===== config.mk =====
export PLATFORM = sky130hd
export DESIGN_NAME = victim_writeback
export DESIGN_NICKNAME = d
export VERILOG_FILES = /design/src/rtl/victim_wb_pkg.sv /design/src/rtl/victim_writeback.sv
export SDC_FILE = /design/constraint.sdc
export NUM_CORES = 1
export LEC_CHECK = 0
export ABC_AREA = 1
export ABC_CLOCK_PERIOD_IN_PS = 1200
export CORE_AREA = 2 2 256 258
export DETAILED_ROUTE_END_ITERATION = 6
export DIE_AREA = 0 0 258 260
export DONT_BUFFER_PORTS = 1
export GPL_TIMING_DRIVEN = 0
export PLACE_DENSITY_LB_ADDON = 0.1
export SYNTH_ARGS = -nofsm -noshare
export SYNTH_HDL_FRONTEND = slang
export SYNTH_SLANG_ARGS = --single-unit
export TNS_END_PERCENT = 20

===== constraint.sdc =====
create_clock -name clk -period 1.2 [get_ports clk]
set_clock_uncertainty 0.05 [all_clocks]
set_input_delay 0.12 -clock clk [delete_from_list [all_inputs] [get_ports clk]]
set_output_delay 0.12 -clock clk [all_outputs]
set_load 0.02 [all_outputs]

===== src/rtl/victim_wb_pkg.sv =====
// victim_wb_pkg: drain-FSM state encoding and AXI4 burst/size/response constants.
package victim_wb_pkg;
    typedef enum logic [1:0] {IDLE, ADDR, DATA, RESP} wb_state_e;
    localparam logic [1:0] AXI_BURST_INCR = 2'b01;
    localparam logic [1:0] AXI_RESP_OKAY  = 2'b00;
    function automatic logic [2:0] axi_size(input int bytes);
        return 3'($clog2(bytes));
    endfunction
endpackage


===== src/rtl/victim_writeback.sv =====
// victim_writeback: pops one dirty line from the victim FIFO and writes it out as one AXI4 INCR burst.
// Optional VICTIM_WB_QUERY_EN exposes the in-flight line to same-cycle cache lookups.
module victim_writeback
    import victim_wb_pkg::*;
#(
    parameter int         LINE_WIDTH  = 256,
    parameter int         DATA_WIDTH  = 32,
    parameter logic [3:0] AXI_ID      = 4'd0,
    localparam int        BEATS       = LINE_WIDTH / DATA_WIDTH,
    localparam int        BW          = $clog2(BEATS),
    localparam int        LABEL_WIDTH = 32 - $clog2(LINE_WIDTH / 8)
) (
    input  logic                              clk,
    input  logic                              rst_n,
    input  logic [LABEL_WIDTH+LINE_WIDTH-1:0] fifo_line,
    input  logic                              fifo_empty,
    output logic                              fifo_pop,
    output logic [31:0]                       awaddr,
    output logic [7:0]                        awlen,
    output logic [2:0]                        awsize,
    output logic [1:0]                        awburst,
    output logic [3:0]                        awid,
    output logic                              awvalid,
    input  logic                              awready,
    output logic [DATA_WIDTH-1:0]             wdata,
    output logic [DATA_WIDTH/8-1:0]           wstrb,
    output logic                              wlast,
    output logic                              wvalid,
    input  logic                              wready,
    input  logic                              bvalid,
    output logic                              bready,
    input  logic [1:0]                        bresp,
    input  logic [LABEL_WIDTH-1:0]            q_label,
    output logic                              q_found,
    output logic [LINE_WIDTH-1:0]             q_rdata,
    output logic                              idle,
    output logic                              bus_err
);
    wb_state_e              state, state_nx;
    logic [BW-1:0]          beat;
    logic [LABEL_WIDTH-1:0] buf_label;
    logic [LINE_WIDTH-1:0]  buf_data;
    logic                   buf_v;

    assign awaddr  = {buf_label, {(32-LABEL_WIDTH){1'b0}}};
    assign awlen   = 8'(BEATS - 1);
    assign awsize  = axi_size(DATA_WIDTH / 8);
    assign awburst = AXI_BURST_INCR;
    assign awid    = AXI_ID;
    assign wstrb   = '1;
    assign wdata   = buf_data[32'(beat) * DATA_WIDTH +: DATA_WIDTH];
    assign wlast   = wvalid && (beat == BW'(BEATS - 1));
    assign idle    = (state == IDLE);

    always_comb begin
        state_nx = state;
        fifo_pop = 1'b0;
        awvalid  = 1'b0;
        wvalid   = 1'b0;
        bready   = 1'b0;
        case (state)
            IDLE: begin
                fifo_pop = ~fifo_empty;
                state_nx = fifo_empty ? IDLE : ADDR;
            end
            ADDR: begin
                awvalid  = 1'b1;
                state_nx = awready ? DATA : ADDR;
            end
            DATA: begin
                wvalid   = 1'b1;
                state_nx = (wready && wlast) ? RESP : DATA;
            end
            RESP: begin
                bready   = 1'b1;
                state_nx = bvalid ? IDLE : RESP;
            end
            default: state_nx = IDLE;
        endcase
    end

    // beat wraps to 0 on the last accepted beat, so every burst starts at beat 0
    always_ff @(posedge clk or negedge rst_n) begin
        if (!rst_n) begin
            state     <= IDLE;
            beat      <= '0;
            buf_label <= '0;
            buf_data  <= '0;
            buf_v     <= 1'b0;
            bus_err   <= 1'b0;
        end else begin
            state <= state_nx;
            if (fifo_pop) begin
                {buf_label, buf_data} <= fifo_line;
                buf_v                 <= 1'b1;
            end
            if (wvalid && wready) beat <= beat + 1'b1;
            if (bready && bvalid) begin
                buf_v   <= 1'b0;
                bus_err <= bus_err | (bresp != AXI_RESP_OKAY);
            end
        end
    end

`ifdef VICTIM_WB_QUERY_EN
    assign q_found = buf_v && (buf_label == q_label);
    assign q_rdata = buf_data;
`else
    logic unused_query;
    assign unused_query = ^{q_label, buf_v};
    assign q_found      = 1'b0;
    assign q_rdata      = '0;
`endif
endmodule


=== Word-level counts from Yosys, hierarchy flattened ===
Cells that the tools add are included.

* Bits in registers: 289
* Bits of input ports: 318
* Output and inout bits: 349
* Word-level logic and storage cells: 28

* Add/sub/neg operators: 1
* Equal/unequal tests: 4
* Shift operators: 1
* Multiplexer cells: 9
* Bitwise gates (word level): 2
* Reductions and logical operators: 6

{| class="wikitable"
|+ Operators by type and width
! cell !! count
|-
| indexed part select 256 x 9 -> 32 bit || 1
|-
| one-hot mux 2 bit (4 select lines) || 1
|-
| 2-to-1 mux 1 bit || 6
|-
| equality test 2 bit (second input constant) || 2
|-
| logical AND 1 bit || 4
|-
| 2-to-1 mux 2 bit || 2
|-
| adder 3 x 1 -> 3 bit (second input constant) || 1
|-
| equality test 3 bit (second input constant) || 1
|-
| equality test 2 x 1 -> 1 bit (second input constant) || 1
|-
| logical NOT 2 bit || 1
|-
| nonzero test 2 bit || 1
|-
| inverter 1 bit || 1
|-
| bitwise OR 1 bit || 1
|}

=== Logic depth before layout (Yosys ltp) ===
Gate-level depths: netlist of run 1.

* Word-level depth: 6
* Gate-level depth with buffers: 8
* Depth with buffers taken out: 6

=== Least setup slack after synthesis of run 1 ===
No wires, ideal clock.

* Path type: register -> output
* Start point: register beat[1]
* End point: output wdata[12]
* Data arrival time: 1.201 ns
* Data required time: 1.030 ns
* Slack: -0.171 ns
* Cell stages (with the launch flop): 8
* Buffers on the path: 2
* Path through: dfrtp_1 -> inv_1 -> buf_4 -> clkbuf_1 -> nand3_1 -> nand2_1 -> nand2_1 -> nand2_1

* Cells in the longest elaborated chain, start to end: 1

{| class="wikitable"
|+ Ends and longest elaborated chain
! what !! RTL line !! source
|-
| start, declared || victim_writeback.sv:40 || <nowiki>logic [BW-1:0] beat;</nowiki>
|-
| start signal, assigned || victim_writeback.sv:97 || <nowiki>if (wvalid && wready) beat <= beat + 1'b1;</nowiki>
|-
| indexed part select 256 x 9 -> 32 bit || victim_writeback.sv:51 || <nowiki>assign wdata = buf_data[32'(beat) * DATA_WIDTH +: DATA_WIDTH];</nowiki>
|-
| end, declared || victim_writeback.sv:25 || <nowiki>output logic [DATA_WIDTH-1:0] wdata,</nowiki>
|}

Every way passes these cells.

=== Worst setup path after layout of run 1 ===
* Start point: register beat[0]
* End point: output wdata[31]

The elaborated chain is that of the path after synthesis.

==> summary.txt, run 1 <==
Worst path required time: 1.03 ns
DIE WIDTH: 258 µm
Nets@finish: 3094
Status: finished, violations left
Total CTS buffers: 39
Fraction of layout cells with a size suffix above 1: 29.9%
DIE AREA: 67100 µm²
Clock Latency Late Sink: 0.57 ns
Placed cell count: 3249
Via count: 14700
Worst-path fanout max: 10
Cell at the root of the clock tree: clkbuf_16
Peak supply drop: 0.00106 V
Clk pin slew, worst setup/hold paths: 0.06 ns
ANT nets after route: 0
Largest net degree at the start of global routing: 290
Clk sinks: 289
Routed wire length: 68500 µm
CTS Hold Bufs: 288
Mean post-synth cell area: 7.54 µm²
Setup slack after layout: -0.916 ns
Core Footprint: 64100 µm²
Fill cells: 6610
RSZ-0062 raised after global routing: true
CTS HTree Levels: 2
Worst Setup End Kind: output port
Worst setup SP type: flip-flop
Sw frac: 45.6%
I/O pins: 667
Comb pwr share: 57.7%
#FFs+latches synth: 289
Relative slew slack: 5.79%
Worst slew pin tran: 1.41 ns
Layout area overhead: 61.4%
Fin Hold WS: -0.806 ns
Routed length per instance: 18.7 µm
HP Class: in -> async
FP Rows: 93
Number of I/O port buffers: 0
Synth Cell Area: 15900 µm²
Die Ht: 260 µm
Unique cell type count in the Yosys netlist: 21
CP Class: reg -> out
Grt ovf: 0
Global-route wire length before repair: 93300 µm
Max-Cap Viols: 0
Finished Layout Cells: 3656
Final slew viol count: 0
GRT Util Overall: 18.8%
Net Sw Power: 0.0308 W
CTS tree: done
Violated checks: hold timing, setup timing
P_int: 0.0368 W
Register area share after synthesis: 45.4%
Max Root-Sink Buffers: 3
Critical path data arrival time: 1.95 ns
Vias in the first global route: 14300
Final hold violation count: 289
Fmax: 473 MHz
Drt pass-1 iters: 5
Final core occ: 40.1%
Post-detail-place hpwl: 49100 µm
Iter 0 DRT Violations: 669
Clock period minus worst slack: 2.12 ns
Clock power share: 18.0%
Setup TNS: -170.65 ns
Final Cycle Share: 176%
DRC Markers: 0
Initial antenna violation count: 8
Final setup violation count: 349
YS warnings: 0
Vias per cell: 4.01
Synthesized instance count: 2113
PD cells: 2630 nW/µm²
Routability congestion estimate: 0.798
Initial core utilization: 24.9%
Register area: 7230 µm²
Reg power frac: 24.3%
Footprint of the multi-input gates: 7410 µm²
P_leak: 13.2 nW
==> cells in the mapped netlist <==
library cell	number	area share, %
nand3_1	128	4.0
nand2_4	1	0.071
xor2_1	1	0.055
a21oi_1	3	0.094
o21bai_1	1	0.047
buf_6	15	1.1
nand2_1	761	18
buf_2	58	1.8
ha_1	2	0.16
o21ai_1	69	2.2
clkbuf_1	11	0.26
inv_1	267	6.3
nor2_4	1	0.071
conb_1	2	0.047
buf_1	6	0.14
nor2_1	5	0.12
nand4_1	1	0.039
buf_4	304	14
inv_4	1	0.039
dfrtp_1	289	45
o21ai_0	187	5.9
==> critical path, cell delays in order (launching register included) <==
cell and delay (ns):
dfrtp_2 0.45, buf_4 0.16, buf_12 0.14, buf_12 0.15
nand2_1 0.08, nand3_2 0.10, nand2_2 0.08, nand2_2 0.06
nand2_4 0.13
==> power by group through the flow <==
stage / Sequential [W] / Combinational (W) / Clock (W)
5_1_grt: 0.0169 / 0.0423 / 0.0128
4_1_cts: 0.0165 / 0.0335 / 0.0125
3_3_place_gp: 0.0166 / 0.0268 / 0
2_1_floorplan: 0.0162 / 0.0183 / 0
6_report: 0.0165 / 0.0390 / 0.0122
3_5_place_dp: 0.0166 / 0.0269 / 0
==> sequential cells by signal, summed over array words and instances, names as in the netlist <==
register / flops
beat: 3
buf_data: 256
buf_label: 27
bus_err: 1
state: 2
==> final timing paths <==
path                                from       endpoint  slack [ns]  cells after the start
min reg2reg                buf_data[109]  buf_data[109]        0.46                      2
min in group clk              fifo_empty   buf_label[4]        0.07                      7
max                              beat[0]      wdata[31]       -0.92                      8
max reg2reg                     state[1]   buf_data[85]       -0.57                      9
max in group asynchronous          rst_n        beat[0]        0.72                      0
min                                rst_n  buf_data[195]       -0.81                      0
==> metrics by stage <==
| stage | power, W | setup WS [ns] | area, µm² |
|---|---|---|---|
| global placement | 0.0433 | -0.789 | 18300 |
| finish | 0.0676 | -0.916 | 25700 |
| floorplan | 0.0345 | -0.0854 | 17200 |
| CTS | 0.0624 | -0.959 | 23800 |
| detailed placement | 0.0435 | -0.789 | 18300 |
| global route | 0.0721 | -0.999 | 25700 |
==> logic make-up (layout without fill, tap and decap cells) <==
family / after synthesis / count (layout) / share of synthesized area, %
buffers and inverters: 662 / 1068 / 23.9
and+or+nand+nor: 897 / 897 / 22.2
AOI/OAI and AO/OA: 260 / 260 / 8.18
xor gates and xnor gates: 1 / 1 / 0.0550
adders and majority gates: 2 / 2 / 0.157
other: 2 / 284 / 0.0471
DFF: 289 / 289 / 45.4
==> final cells by class <==
type / instances / area share, %
plain buffers: 394 / 14.6
repair buffers: 339 / 15.2
inverters: 268 / 3.97
clock inverters: 11 / 0.584
multi-input cells: 1443 / 28.8
well taps: 855 / 4.16
diodes: 1 / 0.00973
flip-flops and latches: 289 / 28.1
clock buffers: 56 / 4.51
==> layer usage <==
metal  vias up  share of wire [%]  track usage, %
met1      6965                 42            23.6
met4        14                1.5            3.50
met2       393                 51            33.0
li1       7219                  -               -
met3        71                5.5            4.53
met5         -               0.12               0
==> cells in the final DEF (no fill, tap or decap), drive strengths merged, types with 5 or more instances in the layout <==
| master | instances |
|---|---|
| o21ai | 256 |
| nor2 | 6 |
| conb | 283 |
| nand2 | 762 |
| inv | 269 |
| buf | 410 |
| nand3 | 128 |
| dlygate4sd3 | 288 |
| clkbuf | 90 |
| clkinv | 5 |
| dfrtp | 289 |
==> timing repair <==
action	CTS	global route
pin swaps	39	54
gates cloned	4	26
gates resized for setup	300	467
endpoints found under the hold margin	578	289
setup endpoints to repair	354	354
setup buffers	15	6
Power figures use the tool's default switching activity.
==> inputs of run 2 (changes only) <==
--- a/config.mk
+++ b/config.mk
@@ -6,13 +6,12 @@
 export NUM_CORES = 1
 export LEC_CHECK = 0
 export ABC_AREA = 1
-export ABC_CLOCK_PERIOD_IN_PS = 1200
 export CORE_AREA = 2 2 256 258
 export DETAILED_ROUTE_END_ITERATION = 6
 export DIE_AREA = 0 0 258 260
 export DONT_BUFFER_PORTS = 1
 export GPL_TIMING_DRIVEN = 0
-export PLACE_DENSITY_LB_ADDON = 0.1
+export PLACE_DENSITY_LB_ADDON = 0.2
 export SYNTH_ARGS = -nofsm -noshare
 export SYNTH_HDL_FRONTEND = slang
 export SYNTH_SLANG_ARGS = --single-unit
==> summary.txt, run 2 (synthesis gave the netlist of run 1 again) <==
Vias per cell: 4.03
Max-Cap Viols: 0
Initial core utilization: 24.9%
GRT Util Overall: 19.3%
CTS HTree Levels: 2
CP Class: reg -> out
Max reg flops: 256
Cell at the root of the clock tree: clkbuf_16
Reg2reg path depth: 10
Drt pass-1 iters: 5
Comb pwr share: 58.8%
Iter 0 DRT Violations: 799
Final setup violation count: 329
PD cells: 2610 nW/µm²
Peak supply drop: 0.00106 V
DIE AREA: 67100 µm²
Number of I/O port buffers: 0
Biggest regs: buf_data x256, buf_label x27, beat x3
Max Root-Sink Buffers: 3
Clk pin slew, worst setup/hold paths: 0.06 ns
Global-route wire length before repair: 96100 µm
CP peak stage delay: 0.43 ns
M1 wire length: 29400 µm
Finished Layout Cells: 3680
Vias in the first global route: 15000
Critical path's top delay family: simple AND/OR/NAND/NOR gates
Top reg by flops: buf_data
Violated checks: hold timing, setup timing
Layout area overhead: 63.5%
Routed length per instance: 18.6 µm
Worst Setup End Kind: output port
Clock power share: 17.0%
DIE WIDTH: 258 µm
Worst setup SP type: flip-flop
Placed cell count: 3249
Setup slack after layout: -0.918 ns
Worst-path fanout max: 10
Status: finished, violations left
HP Class: in -> async
Routability congestion estimate: 0.860
Fin Hold WS: -0.792 ns
Overall power: 0.0681 W
FP Rows: 93
Net Sw Power: 0.0312 W
DRC Markers: 0
Slowest CP cell: dfrtp_1
P_int: 0.0369 W
Clock period minus worst slack: 2.12 ns
Final slew viol count: 0
ANT nets after route: 0
Core Footprint: 64100 µm²
Critical path data arrival time: 1.95 ns
CTS tree: done
Post-detail-place hpwl: 48400 µm
Most frequent CP cell: nand2_4
Final hold violation count: 289
Fraction of layout cells with a size suffix above 1: 30.3%
CP cell instances: inv_2 -> buf_12 -> buf_8 -> nand3_2 -> nand2_4 -> nand2_4 -> nand2_4
Clk sinks: 289
Relative slew slack: 64.0%
Nets@finish: 3115
P_leak: 13.4 nW
Met2 Routed Length: 33700 µm
Final Cycle Share: 177%
Die Ht: 260 µm
Fmax: 472 MHz
Routed wire length: 68400 µm
Worst path required time: 1.03 ns
Critical path depth in cells: 7
RSZ-0062 raised after global routing: true
Max layer used: met5
CP bufs+invs: 3
Clock Latency Late Sink: 0.56 ns
Met3 wire len: 3720 µm
Sw frac: 45.8%
Reg power frac: 24.2%
I/O pins: 667
Initial antenna violation count: 5
Worst slew pin tran: 0.540 ns
CTS Hold Bufs: 288
Grt ovf: 0
Commonest non-fill, non-tap cell in the layout: nand2_1
Via count: 14800
Largest net degree at the start of global routing: 290
Total CTS buffers: 38
Most frequent cells in the layout: 571 x nand2_1, 316 x buf_4, 288 x dfrtp_1, 288 x dlygate4sd3_1, 283 x conb_1
run 2: cell types whose count changed in the layout (fill, tap and decap cells not counted), moves of 6 or more:
cell / delta
o21ai_1: -103
o21ai_0: +72
nand2_2: -50
nand2_1: +42
o21ai_2: +31
clkbuf_16: -13
buf_16: +11
buf_4: +9
nand3_1: -9
nand2_4: +8
nand3_2: +7
buf_6: +6
buf_8: +6
run 2: timing repair:
item / CTS / global route
gates cloned: 19 / 13
pin swaps: 25 / 32
setup buffers: 30 / 23
setup endpoints to repair: 354 / 354
hold endpoints to repair: 578 / 289
gates resized for setup: 375 / 344
run 2: metrics by stage:
step           cell area (µm²)  utilization (%)  setup TNS (ns)  setup WS (ns)
6_report                 26100             40.6         -160.01         -0.918
5_1_grt                  26100             40.6         -185.97          -1.02
4_1_cts                  24500             38.3         -165.49          -1.01
3_3_place_gp             18300             28.5         -152.44         -0.799
3_5_place_dp             18300             28.5         -155.71         -0.810
2_1_floorplan            17200                -          -24.37        -0.0854
run 2: path summary, 6_finish.rpt:
path	end	start	slack (ns)
setup / recovery	wdata[17]	beat[1]	-0.92
hold / removal	buf_data[236]	rst_n	-0.79
setup reg to reg	buf_data[115]	state[0]	-0.60
hold reg to reg	buf_data[68]	buf_data[68]	0.45
max in group asynchronous	buf_data[81]	rst_n	1.41
min in group clk	buf_label[22]	fifo_empty	0.09
run 2: layout make-up:
| type | count | area [µm²] |
|---|---|---|
| multi-input cells | 1443 | 7530 |
| repair buffers | 370 | 4430 |
| diodes | 5 | 12.5 |
| well taps | 855 | 1070 |
| flip-flops and latches | 289 | 7230 |
| clock buffers | 56 | 1130 |
| plain buffers | 385 | 3520 |
| fillers | 6441 | 38100 |
| clock inverters | 9 | 109 |
| inverters | 268 | 1020 |
run 2: per-layer routing:
layer,track usage (%),vias up
li1,-,7254
met5,0,-
met1,24.6,7081
met2,33.1,418
met3,4.14,79
met4,5.25,6
run 2: power groups by stage:
stage               clock network [W]  logic [W]  registers (W)
floorplan                           0     0.0183         0.0162
global placement                    0     0.0269         0.0165
detailed placement                  0     0.0271         0.0166
CTS                            0.0118     0.0354         0.0165
global route                   0.0123     0.0435         0.0169
finish                         0.0116     0.0400         0.0165
